==> src/rtl/mem_port_arbiter_if.sv <==
// Bundle of the fetch requester, data requester, memory port and status
// signals that connect to mem_port_arbiter.
// slave  : the arbiter's view (requests and memory read data come in).
// master : the surrounding system's view (requesters, memory, observers).
interface mem_port_arbiter_if #(
    parameter int ADDR_W = 32,
    parameter int DATA_W = 32
);
    // fetch requester
    logic              if_req;
    logic [ADDR_W-1:0] if_addr;
    logic [DATA_W-1:0] if_rdata;
    logic              if_done;

    // data requester
    logic              d_req;
    logic              d_we;
    logic [ADDR_W-1:0] d_addr;
    logic [DATA_W-1:0] d_wdata;
    logic [DATA_W-1:0] d_rdata;
    logic              d_done;

    // memory port
    logic [ADDR_W-1:0] mem_addr;
    logic              mem_wr;
    logic [DATA_W-1:0] mem_wdata;
    logic [DATA_W-1:0] mem_rdata;

    // status
    logic              busy;
    logic              owner;

    modport slave (
        input  if_req, if_addr,
        output if_rdata, if_done,
        input  d_req, d_we, d_addr, d_wdata,
        output d_rdata, d_done,
        output mem_addr, mem_wr, mem_wdata,
        input  mem_rdata,
        output busy, owner
    );

    modport master (
        output if_req, if_addr,
        input  if_rdata, if_done,
        output d_req, d_we, d_addr, d_wdata,
        input  d_rdata, d_done,
        input  mem_addr, mem_wr, mem_wdata,
        output mem_rdata,
        input  busy, owner
    );
endinterface

==> src/rtl/mem_port_arbiter.sv <==
// Shares one memory port between instruction fetch and data load/store.
// Every access takes a fixed MEM_LAT cycles in ACC followed by one RESP
// cycle carrying the owner's done pulse. Data normally wins a tie, but after
// STARVE_MAX consecutive data wins with fetch waiting, fetch is forced.
module mem_port_arbiter #(
    parameter int ADDR_W     = 32,
    parameter int DATA_W     = 32,
    parameter int MEM_LAT    = 2,
    parameter int STARVE_MAX = 4
) (
    input  logic                  clk,
    input  logic                  rst,   // asynchronous, active-low
    mem_port_arbiter_if.slave     bus
);

    localparam int CNT_W  = $clog2(MEM_LAT + 1);
    localparam int STRK_W = $clog2(STARVE_MAX + 1);

    localparam logic [CNT_W-1:0]  CNT_INIT = CNT_W'(MEM_LAT - 1);
    localparam logic [STRK_W-1:0] STRK_MAX = STRK_W'(STARVE_MAX);

    typedef enum logic [1:0] {
        ST_IDLE = 2'd0,
        ST_ACC  = 2'd1,
        ST_RESP = 2'd2
    } state_t;

    state_t              state_q,    state_d;
    logic [CNT_W-1:0]    cnt_q,      cnt_d;
    logic                owner_q,    owner_d;     // 0 = fetch, 1 = data
    logic                we_q,       we_d;
    logic [ADDR_W-1:0]   addr_q,     addr_d;
    logic [DATA_W-1:0]   wdata_q,    wdata_d;
    logic [STRK_W-1:0]   streak_q,   streak_d;
    logic [DATA_W-1:0]   if_rdata_q, if_rdata_d;
    logic [DATA_W-1:0]   d_rdata_q,  d_rdata_d;

    logic                grant_data;

    // Fetch is forced only when it is waiting and data has already won
    // STARVE_MAX times in a row.
    always_comb begin
        grant_data = bus.d_req && !(bus.if_req && (streak_q == STRK_MAX));
    end

    // Next-state, latch capture, wait counter and streak bookkeeping.
    always_comb begin
        state_d    = state_q;
        cnt_d      = cnt_q;
        owner_d    = owner_q;
        we_d       = we_q;
        addr_d     = addr_q;
        wdata_d    = wdata_q;
        streak_d   = streak_q;
        if_rdata_d = if_rdata_q;
        d_rdata_d  = d_rdata_q;

        unique case (state_q)
            ST_IDLE: begin
                if (bus.if_req || bus.d_req) begin
                    state_d = ST_ACC;
                    cnt_d   = CNT_INIT;
                    owner_d = grant_data;
                    if (grant_data) begin
                        addr_d  = bus.d_addr;
                        wdata_d = bus.d_wdata;
                        we_d    = bus.d_we;
                        // Only wins against a waiting fetch count; a forced
                        // fetch grant happens before the counter can pass MAX.
                        if (bus.if_req && (streak_q != STRK_MAX)) begin
                            streak_d = streak_q + 1'b1;
                        end
                    end else begin
                        addr_d   = bus.if_addr;
                        wdata_d  = '0;
                        we_d     = 1'b0;
                        streak_d = '0;
                    end
                end
            end

            ST_ACC: begin
                if (cnt_q == '0) begin
                    state_d = ST_RESP;
                    if (!we_q) begin
                        if (owner_q) begin
                            d_rdata_d = bus.mem_rdata;
                        end else begin
                            if_rdata_d = bus.mem_rdata;
                        end
                    end
                end else begin
                    cnt_d = cnt_q - 1'b1;
                end
            end

            ST_RESP: begin
                state_d = ST_IDLE;
            end

            default: begin
                state_d = ST_IDLE;
            end
        endcase
    end

    // State and latch registers; reset abandons any access in flight.
    always_ff @(posedge clk or negedge rst) begin
        if (!rst) begin
            state_q    <= ST_IDLE;
            cnt_q      <= '0;
            owner_q    <= 1'b0;
            we_q       <= 1'b0;
            addr_q     <= '0;
            wdata_q    <= '0;
            streak_q   <= '0;
            if_rdata_q <= '0;
            d_rdata_q  <= '0;
        end else begin
            state_q    <= state_d;
            cnt_q      <= cnt_d;
            owner_q    <= owner_d;
            we_q       <= we_d;
            addr_q     <= addr_d;
            wdata_q    <= wdata_d;
            streak_q   <= streak_d;
            if_rdata_q <= if_rdata_d;
            d_rdata_q  <= d_rdata_d;
        end
    end

    // Outputs decode from the state register so a reset clears them at once.
    always_comb begin
        bus.busy      = (state_q != ST_IDLE);
        bus.owner     = (state_q != ST_IDLE) && owner_q;
        bus.mem_addr  = '0;
        bus.mem_wdata = '0;
        bus.mem_wr    = 1'b0;
        bus.if_done   = 1'b0;
        bus.d_done    = 1'b0;
        bus.if_rdata  = if_rdata_q;
        bus.d_rdata   = d_rdata_q;

        if (state_q == ST_ACC) begin
            bus.mem_addr  = addr_q;
            bus.mem_wdata = wdata_q;
            // The counter still holds its load value in the first ACC cycle.
            bus.mem_wr    = we_q && (cnt_q == CNT_INIT);
        end

        if (state_q == ST_RESP) begin
            bus.if_done = !owner_q;
            bus.d_done  = owner_q;
        end
    end

endmodule

==> src/flat_wrapper.sv <==
// flat-port wrapper written by rule: the top's interface ports become plain ports
module mem_port_arbiter_flat 
#(
    parameter int ADDR_W     = 32,
    parameter int DATA_W     = 32,
    parameter int MEM_LAT    = 2,
    parameter int STARVE_MAX = 4
)
  (clk, rst, bus_if_req, bus_if_addr, bus_if_rdata, bus_if_done, bus_d_req, bus_d_we, bus_d_addr, bus_d_wdata, bus_d_rdata, bus_d_done, bus_mem_addr, bus_mem_wr, bus_mem_wdata, bus_mem_rdata, bus_busy, bus_owner);
  mem_port_arbiter_if #(.ADDR_W(ADDR_W), .DATA_W(DATA_W)) bus_i ();
  input  logic clk;
  input  logic rst;
  input wire logic [$bits(bus_i.if_req)-1:0] bus_if_req;
  input wire logic [$bits(bus_i.if_addr)-1:0] bus_if_addr;
  output wire logic [$bits(bus_i.if_rdata)-1:0] bus_if_rdata;
  output wire logic [$bits(bus_i.if_done)-1:0] bus_if_done;
  input wire logic [$bits(bus_i.d_req)-1:0] bus_d_req;
  input wire logic [$bits(bus_i.d_we)-1:0] bus_d_we;
  input wire logic [$bits(bus_i.d_addr)-1:0] bus_d_addr;
  input wire logic [$bits(bus_i.d_wdata)-1:0] bus_d_wdata;
  output wire logic [$bits(bus_i.d_rdata)-1:0] bus_d_rdata;
  output wire logic [$bits(bus_i.d_done)-1:0] bus_d_done;
  output wire logic [$bits(bus_i.mem_addr)-1:0] bus_mem_addr;
  output wire logic [$bits(bus_i.mem_wr)-1:0] bus_mem_wr;
  output wire logic [$bits(bus_i.mem_wdata)-1:0] bus_mem_wdata;
  input wire logic [$bits(bus_i.mem_rdata)-1:0] bus_mem_rdata;
  output wire logic [$bits(bus_i.busy)-1:0] bus_busy;
  output wire logic [$bits(bus_i.owner)-1:0] bus_owner;
  assign bus_i.if_req = bus_if_req;
  assign bus_i.if_addr = bus_if_addr;
  assign bus_if_rdata = bus_i.if_rdata;
  assign bus_if_done = bus_i.if_done;
  assign bus_i.d_req = bus_d_req;
  assign bus_i.d_we = bus_d_we;
  assign bus_i.d_addr = bus_d_addr;
  assign bus_i.d_wdata = bus_d_wdata;
  assign bus_d_rdata = bus_i.d_rdata;
  assign bus_d_done = bus_i.d_done;
  assign bus_mem_addr = bus_i.mem_addr;
  assign bus_mem_wr = bus_i.mem_wr;
  assign bus_mem_wdata = bus_i.mem_wdata;
  assign bus_i.mem_rdata = bus_mem_rdata;
  assign bus_busy = bus_i.busy;
  assign bus_owner = bus_i.owner;
  mem_port_arbiter #(.ADDR_W(ADDR_W), .DATA_W(DATA_W), .MEM_LAT(MEM_LAT), .STARVE_MAX(STARVE_MAX)) u_core (.clk(clk), .rst(rst), .bus(bus_i));
endmodule
==> config.mk <==
export PLATFORM = sky130hd
export DESIGN_NAME = mem_port_arbiter_flat
export DESIGN_NICKNAME = d
export VERILOG_FILES = /design/src/rtl/mem_port_arbiter_if.sv /design/src/rtl/mem_port_arbiter.sv /design/src/flat_wrapper.sv
export SDC_FILE = /design/constraint.sdc
export NUM_CORES = 1
export LEC_CHECK = 0
export CORE_ASPECT_RATIO = 0.5
export CORE_UTILIZATION = 38
export CTS_CLUSTER_DIAMETER = 40
export CTS_CLUSTER_SIZE = 30
export DETAILED_ROUTE_END_ITERATION = 10
export GPL_ROUTABILITY_DRIVEN = 0
export GPL_TIMING_DRIVEN = 0
export PLACE_DENSITY_LB_ADDON = 0.15
export SYNTH_ARGS = -nofsm -noshare
export SYNTH_HDL_FRONTEND = slang
export SYNTH_SLANG_ARGS = --single-unit
export TNS_END_PERCENT = 30
==> constraint.sdc <==
create_clock -name clk -period 1.92 [get_ports clk]
set_clock_uncertainty 0.05 [all_clocks]
set_input_delay 0.192 -clock clk [delete_from_list [all_inputs] [get_ports clk]]
set_output_delay 0.192 -clock clk [all_outputs]
set_load 0.01 [all_outputs]
; Word-level counts from Yosys, hierarchy flattened
; Cells that the tools add are included.
[totals]
input_bits = 133
output_inout_bits = 133
register_bits = 137
[op_classes]
eq_ne = 9
addsub = 2
reduce_logical = 18
mux = 15
bitwise = 2
[ops]
columns = cell, count
row1 = 32-bit 2-to-1 mux, 4
row2 = 2-bit one-hot mux with 2 select lines, 2
row3 = 4-bit AND reduction, 2
row4 = 2-bit 2-to-1 mux, 3
row5 = 3-bit 2-to-1 mux, 2
row6 = 3-bit AND reduction, 2
row7 = 1-bit logical AND, 5
row8 = "2-bit by 1-bit == test with 1-bit output, second input constant", 2
row9 = 2-bit logical NOT, 2
row10 = 1-bit 2-to-1 mux, 4
row11 = "2-bit by 1-bit inequality test with 1-bit output, second input constant", 2
row12 = "2-bit inequality test, second input constant", 2
row13 = 2-bit AND reduction, 2
row14 = 2-bit nonzero test, 2
row15 = "3-bit by 1-bit adder with 3-bit output, second input constant", 1
row16 = "3-bit == test, second input constant", 1
row17 = "3-bit inequality test, second input constant", 1
row18 = "2-bit == test, second input constant", 1
row19 = 1-bit logical NOT, 2
row20 = 1-bit inverter, 2
row21 = "2-bit by 1-bit subtractor with 2-bit output, second input constant", 1
row22 = 1-bit logical OR, 1

; Depth between registers and ports, before layout
[logic_depth]
depth_word = 6
mapped_depth = 7
ltp_nobuf = 5

; Least setup slack after synthesis
; Ideal clock, no wire load.
[synth_path]
kind = register to register
startpoint = register u_core.state_q[1]
endpoint = register u_core.if_rdata_q[22] (netlist: u_core.bus.if_rdata[22])
arrival_ps = 1608
setup_slack_ps = 138
setup_time_ps = 125
path_stages_with_launch = 6
required_time_ps = 1745
period_less_slack_ps = 1782
path_buffers = 2
path_cell_list = dfrtp_1 -> nand2b_1 -> buf_2 -> nor4b_4 -> buf_6 -> mux2_2
[synth_between]
elab_chain_cells = 2
[synth_rtl]
columns = item, line_no
row1 = from (decl), mem_port_arbiter.sv:28  ; state_t state_q, state_d;
row2 = from (signal assigned), mem_port_arbiter.sv:120  ; state_q <= state_d;
row3 = 2-bit by 1-bit == test with 1-bit output, mem_port_arbiter.sv:58  ; unique case (state_q)
row4 = 4-bit AND reduction (no line), n/a
row5 = to (signal assigned), mem_port_arbiter.sv:127  ; if_rdata_q <= if_rdata_d;
row6 = to (decl), mem_port_arbiter.sv:35  ; logic [DATA_W-1:0] if_rdata_q, if_rdata_d;
; No other way between the ends.
; A chain may end at the register's enable or synchronous reset.

; Final worst setup path
[layout_path]
startpoint = register u_core.state_q[1]
endpoint = output bus_mem_addr[18]
[layout_between]
elab_chain_cells = 2
[layout_rtl]
columns = item, line_no
row1 = 2-bit by 1-bit == test with 1-bit output, mem_port_arbiter.sv:144  ; if (state_q == ST_ACC) begin
row2 = 32-bit 2-to-1 mux, mem_port_arbiter.sv:144
row3 = to (decl), flat_wrapper.sv:23  ; output wire logic [$bits(bus_i.mem_addr)-1:0] bus_mem_addr;
; No other way between the ends.

==> results by group <==
Status
  – Status: finished, final reports clean

STA
  – Tcrit/Tclk final: 98.5%
  – Fin crit period: between 1.5 and 2 ns
  – Final Hold Viols: 0
  – Final slew viol count: 0
  – Endpoints failing setup: 0
  – Max_slew headroom: 51.6%
  – Final setup margin: 0.0294 ns
  – RSZ-0062 raised after global routing: yes
  – F_max: 529 MHz
  – Tightest Pin Transition: 0.725 ns

Setup path
  – Type of the worst setup path: reg2out
  – Worst Path Max Fanout: 5
  – Worst r2r src: u_core.state_q[1]
  – Setup crit start kind: register
  – Crit-path max cell delay: 0.44 ns
  – Critical path endpoint category: primary output
  – Worst endpoint required time: 1.68 ns
  – Worst path slowest cell: dfrtp_2
  – Flop2flop setup slack: 0.05 ns
  – CP Data Arrival Time: around 1.7 ns
  – Worst Setup SP: u_core.state_q[1]
  – CP cell instances: nand2b_4 > buf_6 > buf_12 > clkbuf_16 > nor2_1 > buf_2

Logic synthesis
  – Async set-reset flop share out of synthesis: 100%
  – Cells after Synth: 516
  – Library cells used by synthesis: 30
  – Flops & latches, synth: 137
  – Ys Warns: 0
  – EDFF count, synth: 0
  – Ys flop type: dfrtp_1
  – Synth Area per Inst: 11.7 sq um
  – Mapped Nets: 653
  – Mapped Area: 6030 sq um
  – Seq/Total Area, Yosys: 56.9%

Clock tree
  – Clk sink count: about 140
  – Worst skew pair latency: 0.40 ns
  – H-tree levels: 4
  – Clk root buf: clkbuf_16
  – Number of CTS-inserted buffers: 17
  – Clock buffer depth: 2
  – Clock-pin slew on the worst setup and hold paths: 0.07 ns
  – CTS tree: built

Power
  – Cell Pwr Density: 1700 nW/um^2
  – Clock share of power: approximately 21%
  – Comb pwr share: 49.6%
  – Worst VDD drop: slightly below 0.8 mV
  – Switching Share: 34.3%
  – Pwr Total: 16.6 mW
  – Net Sw Power: between 5 and 6 mW
  – Internal power: 10.9 mW
  – Reg power frac: 29.7%
  – P_leak: roughly 4.4 nW

Die
  – Die width: 180 um
  – Die area: 16,400 sq um
  – Initial Utilization: 39.0%
  – I/O pins: 266
  – Core area: 15,500 sq um
  – Row count: 32
  – Die height: just over 90 um

Detailed routing
  – Initial detailed-routing violation count: 217
  – Final ANT Viol Nets: 0
  – Avg WL per Cell: approximately 17 um
  – DR vias/cell: 5.00
  – Via count: approximately 5,200
  – DR pass1 iterations: 4
  – Routed WL: 17.5 mm
  – DRC viols: 0

Global route
  – Vias in the first global route: 5,152
  – Initial antenna violation count: 0
  – Largest net degree at the start of global routing: 78
  – Total grt overflow: 0
  – First-pass GRT wire length: 27.8 mm
  – GR Util All Layers: 21.5%

Final layout
  – Filler cells: approximately 1,300
  – Non-filler cells, final: 1,032
  – Area grow syn2layout: 62.7%
  – Fin nets: 953
  – Layout cells sized above 1: 24.5%
  – Inserted Diodes: 0
  – Cell area after layout: a little under 10,000 sq um

Placed design
  – Placed instance count: 986
  – Post-Place Cell Area: 8960 sq um
  – HPWL Detailed: 12.3 mm
  – # port buffers: between 200 and 300
  – Post-Place Worst Slack: -0.361 ns

Hold path
  – Hold_sp: bus_if_addr[22]
  – Hold Path Class: in2reg

Flow run
  – Max-cap viol count: 0
-- layout make-up --
class                   instances  area, sq um  area share [%]
plain buffers                  45          337            3.43
inverters                      38          143            1.45
repair buffers                283         2690            27.5
multi-input cells             294         2340            23.8
clock inverters                14          185            1.89
flip-flops and latches        137         3430            35.0
well taps                     204          255            2.60
clock buffers                  17          425            4.34
-- what timing repair did --
item	CTS	global route
pin swaps	2	1
gates cloned	4	0
gates resized for setup	238	52
endpoints found under the hold margin	76	0
setup endpoints to repair	158	174
setup buffers	11	2
hold buffers	1	0
-- worst max-delay path: cells and delay by family (launching register included) --
family                 cells  cell delay, ns
buffers and inverters      4            0.54
DFF                        1            0.44
and+or+nand+nor            2            0.27
-- cell usage after synthesis, drive strengths merged (4+ instances only) --
cell / number / share of area [%]
a22o: 33 / 4.8
nand3: 34 / 2.8
ha: 4 / 0.83
clkbuf: 32 / 2.0
nor2: 33 / 2.1
nand4: 34 / 3.5
buf: 15 / 1.6
o21ai: 4 / 0.33
o221ai: 32 / 4.7
dfrtp: 137 / 57
and2: 36 / 3.7
inv: 38 / 2.4
mux2: 64 / 12
-- state kept, by name (all words and copies together), names as in the netlist --
register	cells
u_core.addr_q	32
u_core.bus.d_rdata	32
u_core.bus.if_rdata	32
u_core.cnt_q	2
u_core.owner_q	1
u_core.state_q	2
u_core.streak_q	3
u_core.wdata_q	32
u_core.we_q	1
-- worst paths after layout --
path,endpoint,cells after the start
hold / removal,u_core.addr_q[22],3
setup reg to reg,u_core.bus.if_rdata[14],6
max in group asynchronous,u_core.state_q[1],3
min in group asynchronous,u_core.bus.d_rdata[20],2
hold reg to reg,u_core.bus.if_rdata[29],1
setup / recovery,bus_mem_addr[18],6
-- layout by cell type (no fill, tap or decap), drive strengths merged --
cell           Yosys  routed
clkbuf            32      63
clkdlybuf4s50      0     195
mux2i              1       1
clkinvlp           0       3
mux2              64      64
dlygate4sd3        0       1
nand2b             1       1
dlygate4sd2        0       6
ha                 4       4
o221ai            32      32
nand2              3       3
o21ai              4       4
nor4b              1       1
and3               2       2
nand4             34      34
a22o              33      33
nor3b              3       3
a21oi              1       1
buf               15      57
clkdlybuf4s15      0      23
or2                1       1
and3b              1       1
inv               38      46
bufinv             0       3
a21o               2       2
nor3               1       1
nand3             34      34
or3b               1       1
nor2b              1       1
and2              36      36
nand4b             1       1
dfrtp            137     137
nor2              33      33
-- cells by family (layout without fill, tap and decap cells) --
kind of cell,after synthesis,count (layout),share of synthesized area (%)
buf+inv,85,397,5.92
simple gates,153,153,14.1
mux,65,65,12.1
fa+ha+maj,4,4,0.830
compound gates,72,72,10.1
flops,137,137,56.9
-- per-layer routing --
metal	part of all wire [%]	GRT usage (%)	vias up
li1	-	-	2444
met1	45	28.7	2539
met3	5.2	4.85	8
met5	0	0	-
met4	0.64	5.70	0
met2	49	35.5	170
-- power groups by stage --
stage	clock, mW	sequential, mW	combinational [mW]
after floorplan	0	5.19	3.55
after global placement	0	4.92	7.60
after detailed placement	0	4.98	7.72
after CTS	3.50	4.94	8.29
after global routing	3.64	5.12	8.86
final	3.43	4.95	8.26
-- metrics by stage --
stage | TNS [ns] | utilization [%] | hold slack, ns
final | 0 | 63.5 | 0.332
after global routing | -1.14 | 63.5 | 0.331
after CTS | -2.47 | 63.6 | 0.317
after detailed placement | -27.63 | 58.0 | 0.221
after global placement | -711.65 | 57.8 | 0.416
after floorplan | 0 | - | -0.154
No activity file was read; power rests on OpenSTA's default activity.
